## config.mk

```make
export PLATFORM = sky130hd
export DESIGN_NAME = alu_mul_seq
export DESIGN_NICKNAME = d
export VERILOG_FILES = /design/src/rtl/alu_seq_pkg.sv /design/src/rtl/alu_mul_seq.sv
export SDC_FILE = /design/constraint.sdc
export NUM_CORES = 1
export LEC_CHECK = 0
export CELL_PAD_IN_SITES_DETAIL_PLACEMENT = 1
export CELL_PAD_IN_SITES_GLOBAL_PLACEMENT = 2
export CORE_ASPECT_RATIO = 0.5
export CORE_MARGIN = 2
export CORE_UTILIZATION = 26
export DETAILED_ROUTE_END_ITERATION = 10
export HOLD_SLACK_MARGIN = 0.05
export PLACE_DENSITY_LB_ADDON = 0.1
export SETUP_SLACK_MARGIN = 0.1
export SLEW_MARGIN = 20
export SYNTH_ARGS = -nofsm -noshare
export SYNTH_HDL_FRONTEND = slang
export SYNTH_SLANG_ARGS = --single-unit
```

## constraint.sdc

```tcl
create_clock -name clock -period 2.8 [get_ports clock]
set_input_delay 0.42 -clock clock [delete_from_list [all_inputs] [get_ports clock]]
set_output_delay 0.42 -clock clock [all_outputs]
set_load 0.01 [all_outputs]
```

## src/rtl/alu_seq_pkg.sv

```systemverilog
// rtl/alu_seq_pkg.sv - ALU function-select codes, status bit indices and sequencer states
package alu_seq_pkg;

  localparam logic [4:0] FS_AND  = 5'b00000;
  localparam logic [4:0] FS_OR   = 5'b00100;
  localparam logic [4:0] FS_ADD  = 5'b01000;
  localparam logic [4:0] FS_XOR  = 5'b01100;
  localparam logic [4:0] FS_SHL  = 5'b10000;
  localparam logic [4:0] FS_SHR  = 5'b10100;
  localparam logic [4:0] FS_ZERO = 5'b11000;

  localparam int ST_Z = 0;
  localparam int ST_N = 1;
  localparam int ST_C = 2;
  localparam int ST_V = 3;

  typedef enum logic [2:0] {
    S_IDLE,
    S_ADD,
    S_SHL,
    S_SHR,
    S_DONE
  } state_t;

endpackage

```

## src/rtl/alu_mul_seq.sv

```systemverilog
// rtl/alu_mul_seq.sv - shift-add multiplier sequencer driving the shared LEGv8 ALU (low 64 product bits)
// Optional early exit on a zero shifted multiplier: define ALU_MUL_EARLY_EXIT_EN.
module alu_mul_seq
  import alu_seq_pkg::*;
#(
  parameter int WIDTH = 64
) (
  input  logic             clock,
  input  logic             reset,
  input  logic             start,
  input  logic [WIDTH-1:0] multiplicand,
  input  logic [WIDTH-1:0] multiplier,
  output logic             busy,
  output logic             done,
  output logic [WIDTH-1:0] product,
  output logic [WIDTH-1:0] alu_A,
  output logic [WIDTH-1:0] alu_B,
  output logic [4:0]       alu_FS,
  output logic             alu_C0,
  input  logic [WIDTH-1:0] alu_F,
  input  logic [3:0]       alu_status
);

  localparam int CW = $clog2(WIDTH);

  state_t           state;
  state_t           state_next;
  logic [WIDTH-1:0] acc;
  logic [WIDTH-1:0] mcand;
  logic [WIDTH-1:0] mplier;
  logic [CW-1:0]    count;
  logic             last_iter;

  // Only Z is consulted, and only when early exit is built in.
  logic unused_status;
  assign unused_status = ^alu_status;

  assign busy    = (state != S_IDLE);
  assign done    = (state == S_DONE);
  assign product = acc;

`ifdef ALU_MUL_EARLY_EXIT_EN
  assign last_iter = (count == CW'(WIDTH - 1)) || alu_status[ST_Z];
`else
  assign last_iter = (count == CW'(WIDTH - 1));
`endif

  always_ff @(posedge clock) begin
    if (reset) begin
      state  <= S_IDLE;
      acc    <= '0;
      mcand  <= '0;
      mplier <= '0;
      count  <= '0;
    end else begin
      state <= state_next;
      case (state)
        S_IDLE: begin
          if (start) begin
            acc    <= '0;
            mcand  <= multiplicand;
            mplier <= multiplier;
            count  <= '0;
          end
        end
        S_ADD: acc   <= alu_F;
        S_SHL: mcand <= alu_F;
        S_SHR: begin
          mplier <= alu_F;
          count  <= count + 1'b1;
        end
        default: ;
      endcase
    end
  end

  // Each state borrows the ALU for exactly one operation; alu_F is taken at the closing edge.
  always_comb begin
    state_next = state;
    alu_A      = '0;
    alu_B      = '0;
    alu_FS     = FS_ZERO;
    alu_C0     = 1'b0;
    case (state)
      S_IDLE: begin
        if (start) state_next = multiplier[0] ? S_ADD : S_SHL;
      end
      S_ADD: begin
        alu_A      = acc;
        alu_B      = mcand;
        alu_FS     = FS_ADD;
        state_next = S_SHL;
      end
      S_SHL: begin
        alu_A      = mcand;
        alu_B      = WIDTH'(1);
        alu_FS     = FS_SHL;
        state_next = S_SHR;
      end
      S_SHR: begin
        alu_A  = mplier;
        alu_B  = WIDTH'(1);
        alu_FS = FS_SHR;
        if (last_iter)     state_next = S_DONE;
        else if (alu_F[0]) state_next = S_ADD;
        else               state_next = S_SHL;
      end
      S_DONE: state_next = S_IDLE;
      default: state_next = S_IDLE;
    endcase
  end

endmodule
```

==> results of run 1 <==
through the flow:
stage | instance area (um2) | cells | power, mW
6_report | 15600 | 2160 | 8.83
5_1_grt | 15600 | 2159 | 9.26
4_1_cts | 15500 | 2153 | 8.93
3_5_place_dp | 14500 | 2098 | 5.55
3_3_place_gp | 14500 | 2098 | 5.49
2_1_floorplan | 10000 | 1294 | 4.45
area by class of cell:
class | count | area [um2]
Fill cell | 4406 | 22200
Timing Repair Buffer | 443 | 4660
Inverter | 3 | 12.5
Clock inverter | 13 | 128
Antenna cell | 4 | 10.0
Multi-Input combinational cell | 947 | 5390
Tap cell | 520 | 651
Clock buffer | 29 | 669
Sequential cell | 201 | 4040
cells in the mapped netlist (2+ instances only):
| cell | number | area share [%] |
|---|---|---|
| dfxtp_1 | 201 | 40 |
| nand2_1 | 199 | 7.4 |
| nor2_1 | 129 | 4.8 |
| nor3_1 | 129 | 6.4 |
| a21oi_1 | 74 | 3.7 |
| clkbuf_1 | 72 | 2.7 |
| nand3_1 | 69 | 3.4 |
| a311oi_1 | 67 | 5.9 |
| mux2_2 | 64 | 7.2 |
| o22ai_1 | 64 | 4.0 |
| a22oi_1 | 63 | 4.7 |
| and2_1 | 63 | 3.9 |
| buf_2 | 41 | 2.0 |
| buf_1 | 17 | 0.64 |
| buf_4 | 12 | 0.90 |
| inv_1 | 3 | 0.11 |
| nand2b_1 | 3 | 0.19 |
| nand3b_1 | 2 | 0.15 |
| nor3b_1 | 2 | 0.15 |
| or3_1 | 2 | 0.12 |
worst max-delay path by stage:
stage / slack [ns] / cells past startpoint / startpoint / end
final: 0.11 / 6 / state[1]$_SDFFE_PP0P_ / alu_B[60]
after CTS: -0.007 / 6 / state[1]$_SDFFE_PP0P_ / alu_A[61]
after floorplan: 0.92 / 5 / state[1]$_SDFFE_PP0P_ / alu_A[0]
after global routing: 0.05 / 6 / state[1]$_SDFFE_PP0P_ / alu_B[60]
after global placement: 0.21 / 5 / state[1]$_SDFFE_PP0P_ / alu_A[57]
after detailed placement: 0.24 / 5 / state[1]$_SDFFE_PP0P_ / alu_A[57]
layer usage:
metal  part of all wire, %  wire length (um)  GRT usage (%)
met1                    44             21700           30.0
met2                    50             24600           41.9
met3                   3.7              1830           3.52
met4                   2.4              1170           7.05
met5                     0                 0              0
critical path: stages (launching register included):
cell and delay [ns]:
dfxtp_4 0.38, nor3b_4 0.23, buf_6 0.19, buf_4 0.15, bufbuf_16 0.31, and2_1 0.14
dlygate4sd2_1 0.32
report_power, final:
group	internal [mW]	switching (mW)
Combinational	1.05	1.20
Clock	1.88	1.37
Sequential	3.15	0.188
Total	6.08	2.76
flip-flops by register name, indices dropped and copies added (netlist names):
name and count:
product 64, mcand 64, mplier 64, state 3, count 6
logic make-up (layout without fill, tap and decap cells):
group	Yosys count	in the layout	share of synthesized area [%]
buffers and inverters	146	488	6.50
DFF	201	201	40.1
AOI/OAI and AO/OA	274	274	18.7
adders and majority gates	1	1	0.125
and+or+nand+nor	605	605	27.3
muxes	64	64	7.19
other	1	7	0.0374
what timing repair did:
action,CTS,global route
endpoints found under the setup margin,132,57
pin swaps,1,0
resized for setup,88,12
cloned,5,1
buffers inserted,8,2
==> impl_results.md, run 1 <==
* Type of element capturing the critical path: output pin
* RePlAce Congestion at 0.824
* Net total in the final layout at 1819
* Slew at the pin with the worst max-slew slack at 0.877 ns
* Die area at approximately 0.04 mm2
* Most common cell after layout, fill and taps aside: clkdlybuf4s50_1
* Cell depth of the worst hold path at 2
* Yosys warning total at 0
* Max H-tree Level at 1
* Part of the Yosys area used for sequential elements at 40.1%
* Crit Reg-Reg Startpoint: state[1]$_SDFFE_PP0P_
* Max Fanout on Critical Path at 18
* Std cell rows at 50
* All-Layer GR Usage at 23.7%
* Die X at 282 um
* CTS root buf: clkbuf_16
* Cell leakage power at 6.16 nW
* Clock transition at the register clock pins on the worst setup and hold paths after CTS at 0.07 ns
* Fraction of final layout cells with drive strength greater than 1 at 10.3%
* Final max-slew violation count at 0
* Final Critical Period at around 2.7 ns
* Relative max-transition margin at 41.5%
* Critical path class: flip-flop to output pin
* Number of clock buffers inserted by TritonCTS at 23
* Top library cells by usage in the layout, fill and taps aside: clkdlybuf4s50_1 (308), nand2_1 (199), dfxtp_1 (198)
* Final setup skew at around 0.026 ns
* Die outline height at 143 um
* Final count of negative-setup-slack endpoints at 0
* Routed wirelength normalized by instance count at 22.8 um
* Hold path startpoint: reset
* Top-Level Pins at 399
* Initial antenna violation count at 3
* RSZ-0062 raised after global routing: yes
* Total grt overflow at 0
* Category of the worst setup path launch point: flip-flop
* Largest net degree at the start of global routing at between 70 and 80
* Pre-CTS setup slack at 0.235 ns
* Mean Syn Cell Area at 7.76 um2
* R2R setup slack at 0.34 ns
* Fraction of registers with async set or reset after synthesis at 0%
* Required arrival time at the worst endpoint at 2.38 ns
* Detailed-router iteration count before antenna repair at 5
* Largest buffer count on any clock path at 3
* Achievable frequency at 0.372 GHz
* Core region area at about 0.038 mm2
* Via count of the first global-routing pass at approximately 12000
* End of the worst hold path: product[28]$_SDFFE_PP0P_
* Total count of hold-check failures in the final report at 0
* Arrival time at the worst endpoint at 2.27 ns
* Aggregate negative setup slack at 0 ns
* Overall via count from detail_route at between 10000 and 15000
* Remaining DRCs at 0
* Wire length of the first global-routing pass at ~74 mm
* Worst Setup Slack, final at 0.112 ns
* Detail Placement HPWL at 30.3 mm
* Max-cap viol count at 0
* Number of distinct standard cells referenced by the synthesized netlist at 36
* Share of the cycle needed by the critical path after routing at 96.0%
* Yosys reg bits at about 200
* Post-synth top flop: dfxtp_1
* Fin util at 41.3%
* Synth-to-layout area growth at 55.2%
* Clock latency reported for the late side of the worst-skew pair at 0.54 ns
* Starting DRT DRC Count at approximately 420
* CTS hold repair buffers at 0
* Number of instances in the synthesized netlist at 1292
* Type of the tightest min-delay check: input port to flip-flop
* Peak supply drop at roughly 0.00036 V
* Final worst hold slack at 0.351 ns
* Initial core utilization at 26.6%
* Combined area of all synthesized cells at 0.0100 mm2
* CTS Sinks at 201
* Power Density at ~570 mW/mm2
* Number of vias per cell after detailed routing at about 5.2
* Routed WL at between 40 and 50 mm
* Depth of the most critical reg-to-reg path at 7
* TritonCTS clock tree: built
* R2r endpoint: mplier[61]$_SDFFE_PP0P_
* Number of enable flip-flop cells after synthesis at 0
* Result of the run: finished, final reports clean
* Number of port buffers at 391
* Post-route ant nets at 0
No activity file was read; power rests on OpenSTA's default activity.
==> inputs of run 2 (changes only) <==
--- a/config.mk
+++ b/config.mk
@@ -14,6 +14,7 @@
 export HOLD_SLACK_MARGIN = 0.05
 export PLACE_DENSITY_LB_ADDON = 0.1
 export SETUP_SLACK_MARGIN = 0.1
+export SKIP_CTS_REPAIR_TIMING = 1
 export SLEW_MARGIN = 20
 export SYNTH_ARGS = -nofsm -noshare
 export SYNTH_HDL_FRONTEND = slang
==> run 2 against run 1 <==
  * Clock power about the same
  * Global-route usage decreased by 1.0 points
  * Sequential cell count unchanged
  * Clock-buffer cell count unchanged
  * Sequential power about the same
  * Utilization increased by 1.3 points
  * Register-to-register slack improved by 0.19 ns
  * Wire length increased by 3.2%
  * Final cell count increased by 1.0%
  * Worst hold slack got worse by 0.00094 ns
  * Non-clock buffer count increased by 21
  * Highest routed layer unchanged
==> impl_results.md, run 2 (synthesis results as in run 1) <==
* Routed wirelength normalized by instance count at between 20 and 25 um
* Fraction of power spent switching nets at 31.3%
* Largest net degree at the start of global routing at 80
* Total power consumption of the routed design at 8.94 mW
* Post-route ant nets at 0
* Initial core utilization at 26.6%
* Wire length of the first global-routing pass at a little over 70 mm
* Clock transition at the register clock pins on the worst setup and hold paths after CTS at 0.07 ns
* Final Critical Period at approximately 2.8 ns
* Placed instance count at 2098
* Total grt overflow at 0
* Number of clock buffers inserted by TritonCTS at 23
* Detailed-router iteration count before antenna repair at 5
* Detail Placement HPWL at 30.3 mm
* Type of the tightest min-delay check: input port to flip-flop
* Arrival time at the worst endpoint at 2.37 ns
* Cell leakage power at 7.71 nW
* Relative max-transition margin at 57.0%
* Share of total power in sequential cells at between 30 and 40%
* Type of element capturing the critical path: output pin
* Internal cell power at 6.14 mW
* Largest buffer count on any clock path at 3
* Category of the worst setup path launch point: flip-flop
* Placed instance area at 0.0145 mm2
* RSZ-0062 raised after global routing: yes
* Most common cell after layout, fill and taps aside: clkdlybuf4s50_1
* Clock network fraction of total power at 36.5%
* TritonCTS clock tree: built
* Remaining DRCs at 0
* CP peak stage delay at 0.58 ns
* Number of standard cells in the layout, taps in and fillers out at ~2200
* CP cell instances: buf_4 -> nor2b_4 -> buf_12 -> a22oi_1 -> nor2_1 -> clkdlybuf4s50_1
* Initial antenna violation count at 4
* Aggregate negative setup slack at 0 ns
* Cell with the largest stage delay on the worst path: clkdlybuf4s50_1
* Power Density at 557 mW/mm2
* Share of the cycle needed by the critical path after routing at 99.8%
* Cell family with most CP delay: buffers and inverters
* Clock latency reported for the late side of the worst-skew pair at 0.54 ns
* All-Layer GR Usage at 22.7%
* Net total in the final layout at 1840
* Result of the run: finished, final reports clean
* Critical path class: flip-flop to output pin
* Via count of the first global-routing pass at 12000
* Fraction of final layout cells with drive strength greater than 1 at between 10% and 20%
* Number of port buffers at between 300 and 400
* Final instance area at 0.0161 mm2
* Total count of hold-check failures in the final report at 0
* Starting DRT DRC Count at 505
* Die outline height at 143 um
* Number of fillers in the final layout at between 4000 and 5000
* Die area at 0.0403 mm2
* Max H-tree Level at 1
* Achievable frequency at 0.358 GHz
* RePlAce Congestion at 0.824
* Core region area at 0.0377 mm2
* Peak supply drop at 0.000367 V
* Top-Level Pins at 399
* Std cell rows at 50
* Top library cells by usage in the layout, fill and taps aside: clkdlybuf4s50_1 (266), nand2_1 (199), dfxtp_1 (198)
* Final max-slew violation count at 0
* CTS root buf: clkbuf_16
* Synth-to-layout area growth at 60.1%
* Max-cap viol count at 0
* Final count of negative-setup-slack endpoints at 0
* Final setup skew at 0.0219 ns
* CTS Sinks at 201
* Overall via count from detail_route at 11400
* Slew at the pin with the worst max-slew slack at roughly 0.65 ns
* Count of buffering cells on the critical path with inverters included at 3
* Routed WL at 50.9 mm
* Sw power at ~2.8 mW
* Combinational group share of total power at 26.2%
* Die X at roughly 280 um
* Required arrival time at the worst endpoint at 2.38 ns
* Number of vias per cell after detailed routing at 5.23
* Max Fanout on Critical Path at 17
-- run 2: cell types whose count changed in the layout (fill, tap and decap cells not counted) --
cell             previous run  this run
buf_2                       0         5
dlymetal6s2s_1             11       107
bufbuf_16                   2         0
buf_12                     20        22
buf_16                      4         2
and2_1                     63        59
buf_6                       7        12
and2_4                      0         4
dlygate4sd2_1              71         0
clkbuf_16                  25        32
buf_4                      19        32
clkdlybuf4s50_1           308       266
clkbuf_2                    0        10
diode_2                     4         5
-- run 2: power by group through the flow --
stage | Sequential, mW | Clock, mW | Combinational, mW
after floorplan | 3.36 | 0 | 1.09
after global placement | 3.39 | 0 | 2.10
after detailed placement | 3.41 | 0 | 2.14
after CTS | 3.35 | 3.35 | 2.15
after global routing | 3.37 | 3.47 | 2.52
final | 3.34 | 3.26 | 2.35
-- run 2: final timing paths --
path,start,to,slack (ns),cells past startpoint
setup / recovery,state[0]$_SDFFE_PP0P_,alu_A[23],0.006,6
hold / removal,reset,product[28]$_SDFFE_PP0P_,0.35,2
setup reg to reg,state[1]$_SDFFE_PP0P_,mplier[56]$_SDFFE_PP0P_,0.53,7
hold reg to reg,product[53]$_SDFFE_PP0P_,product[53]$_SDFFE_PP0P_,0.49,2
-- run 2: area by class of cell --
class | instances | area (um2) | share of cell area, %
multi-input cells | 947 | 5400 | 33.7
repair buffers | 464 | 5150 | 32.1
flip-flops and latches | 201 | 4040 | 25.1
clock buffers | 29 | 669 | 4.17
well taps | 520 | 651 | 4.05
clock inverters | 13 | 128 | 0.795
inverters | 3 | 12.5 | 0.0779
diodes | 5 | 12.5 | 0.0779
-- run 2: layer usage --
| layer | track usage [%] | wire length, um | vias to the layer above |
|---|---|---|---|
| met5 | 0 | 0 | - |
| met4 | 6.61 | 1180 | 0 |
| met3 | 3.19 | 2010 | 67 |
| met2 | 40.6 | 25200 | 288 |
| met1 | 28.5 | 22500 | 5742 |
| li1 | - | - | 5321 |
-- run 2: per-stage QoR --
step / setup WS [ns] / hold WS, ns / utilization (%)
after floorplan: 0.920 / 0.460 / -
after global placement: 0.209 / 0.468 / 38.4
after detailed placement: 0.235 / 0.478 / 38.4
after CTS: -0.349 / 0.358 / 40.5
after global routing: -0.0842 / 0.382 / 42.6
final: 0.00556 / 0.350 / 42.6
==> inputs of run 3 (changes only) <==
--- a/config.mk
+++ b/config.mk
@@ -9,7 +9,7 @@
 export CELL_PAD_IN_SITES_GLOBAL_PLACEMENT = 2
 export CORE_ASPECT_RATIO = 0.5
 export CORE_MARGIN = 2
-export CORE_UTILIZATION = 26
+export CORE_UTILIZATION = 24
 export DETAILED_ROUTE_END_ITERATION = 10
 export HOLD_SLACK_MARGIN = 0.05
 export PLACE_DENSITY_LB_ADDON = 0.1
==> constraint.sdc (replaced) <==
create_clock -name clock -period 3.05 [get_ports clock]
set_input_delay 0.4575 -clock clock [delete_from_list [all_inputs] [get_ports clock]]
set_output_delay 0.4575 -clock clock [all_outputs]
set_load 0.01 [all_outputs]
==> run 3 against run 2 <==
  * Register-to-register slack improved by 0.19 ns
  * Combinational power fell by 15%
  * Clock skew fell by 0.012 ns
  * Clock power fell by 11%
  * Total power fell by 11%
  * Utilization fell by 5.0 points
  * Sequential share of layout area rose by 1.2 points
  * Non-clock buffer count fell by 37
  * Clock-buffer cell count rose by 5
  * Wire length fell by 4.3%
  * Sequential power fell by 8.1%
  * Critical path depth fell by 1
  * Critical path type unchanged
  * Largest cell class unchanged
==> impl_results.md, run 3 (synthesis results as in run 1) <==
* Max H-tree Level at 1
* Largest net degree at the start of global routing at between 100 and 150
* Wire length of the first global-routing pass at 72.4 mm
* Synth-to-layout area growth at 52.8%
* End of the worst hold path: product[39]$_SDFFE_PP0P_
* Overall via count from detail_route at 11100
* Total count of hold-check failures in the final report at 0
* Achievable frequency at 0.339 GHz
* Max-cap viol count at 0
* Via count of the first global-routing pass at 12100
* Area of the multi-input gates at 0.00539 mm2
* Power Density at 519 mW/mm2
* Die area at around 0.044 mm2
* CTS Sinks at 201
* R2r endpoint: product[13]$_SDFFE_PP0P_
* Category of the worst setup path launch point: flip-flop
* Number of standard cells in the layout, taps in and fillers out at 2164
* Top library cells by usage in the layout, fill and taps aside: clkdlybuf4s50_1 (390), nand2_1 (199), dfxtp_1 (198)
* Std cell rows at 52
* Slew at the pin with the worst max-slew slack at 1.02 ns
* Most common cell after layout, fill and taps aside: clkdlybuf4s50_1
* Placed instance count at 2110
* RSZ-0062 raised after global routing: yes
* Crit Reg-Reg Startpoint: state[0]$_SDFFE_PP0P_
* RePlAce Congestion at 0.794
* Fin util at 37.6%
* Share of the cycle needed by the critical path after routing at a little over nine tenths
* Sequential cell area in the final layout at ~0.0040 mm2
* Final setup skew at just under 0.01 ns
* Final Critical Period at 2.95 ns
* Result of the run: finished, final reports clean
* Relative max-transition margin at about a third
* R2R setup slack at around 0.72 ns
* Clock latency reported for the late side of the worst-skew pair at 0.52 ns
* Type of element capturing the critical path: output pin
* Die outline height at 149 um
* Cell leakage power at 5.48 nW
* Number of clock buffers inserted by TritonCTS at 23
* Initial antenna violation count at 4
* Remaining DRCs at 0
* Arrival time at the worst endpoint at 2.49 ns
* Die X at slightly below 300 um
* Clock transition at the register clock pins on the worst setup and hold paths after CTS at roughly 0.060 ns
* Largest buffer count on any clock path at 3
* Detail Placement HPWL at 30.6 mm
* Total grt overflow at 0
* Depth of the most critical reg-to-reg path at 7
* Hold path startpoint: product[39]$_SDFFE_PP0P_
* Routed wirelength normalized by instance count at 22.5 um
* Number of vias per cell after detailed routing at 5.15
* Final max-slew violation count at 0
* Type of the tightest min-delay check: flip-flop to flip-flop
* Detailed-router iteration count before antenna repair at 5
* Cell depth of the worst hold path at 2
* TritonCTS clock tree: built
* Fraction of final layout cells with drive strength greater than 1 at 9.07%
* Initial core utilization at between 20% and 30%
* Net total in the final layout at 1803
* All-Layer GR Usage at a little over a fifth
* Number of fillers in the final layout at 4751
* Peak supply drop at 0.000341 V
* Required arrival time at the worst endpoint at between 2 and 3 ns
* Top-Level Pins at approximately 400
* CTS root buf: clkbuf_16
* Max Fanout on Critical Path at 40
* Starting DRT DRC Count at 449
* Final count of negative-setup-slack endpoints at 0
* Routed WL at 48.7 mm
* Critical path class: flip-flop to output pin
* Post-route ant nets at 0
* Core region area at 0.0408 mm2
* Number of port buffers at 391
[run 3: area by class of cell]
cell class | count | area share [%]
diodes | 4 | 0.0653
clock buffers | 34 | 4.35
clock inverters | 8 | 0.612
inverters | 3 | 0.0817
multi-input cells | 947 | 35.2
flip-flops and latches | 201 | 26.3
well taps | 540 | 4.41
repair buffers | 427 | 28.9
[run 3: routing by layer]
metal / share of wire (%) / track usage (%) / vias to the layer above
met5: 0 / 0 / -
met4: 2.3 / 6.13 / 0
met3: 3.7 / 3.41 / 69
met2: 51 / 38.7 / 221
met1: 43 / 25.8 / 5612
li1: - / - / 5237
[run 3: worst max-delay path: stages (launching register included)]
cell and delay, ns:
dfxtp_4 0.47, nor3b_4 0.24, buf_4 0.22, clkbuf_16 0.27, and2_1 0.19, clkdlybuf4s50_1 0.54
[run 3: worst max path at each step]
stage	start	depth (start not counted)	end	slack (ns)
2_1_floorplan	state[1]$_SDFFE_PP0P_	5	alu_A[0]	1.13
3_3_place_gp	state[1]$_SDFFE_PP0P_	5	alu_A[16]	0.50
3_5_place_dp	state[1]$_SDFFE_PP0P_	5	alu_A[16]	0.51
4_1_cts	state[1]$_SDFFE_PP0P_	5	alu_A[16]	-0.08
5_1_grt	state[0]$_SDFFE_PP0P_	5	alu_B[14]	-0.002
6_report	state[0]$_SDFFE_PP0P_	5	alu_B[16]	0.1
[run 3: power by group]
part	switching (mW)	internal, mW
Clock	1.21	1.68
Combinational	1.06	0.930
Sequential	0.182	2.89
[run 3: metrics by stage]
step	setup TNS (ns)	hold WS [ns]	cell area (um2)	worst slack [ns]	total power, mW
after floorplan	0	0.460	10000	1.13	4.08
after global placement	0	0.467	14400	0.495	5.03
after detailed placement	0	0.481	14400	0.506	5.09
after CTS	-0.947	0.478	15200	-0.0828	8.03
after global routing	-0.00192	0.491	15300	-0.00192	8.37
final	0	0.485	15300	0.0991	7.96
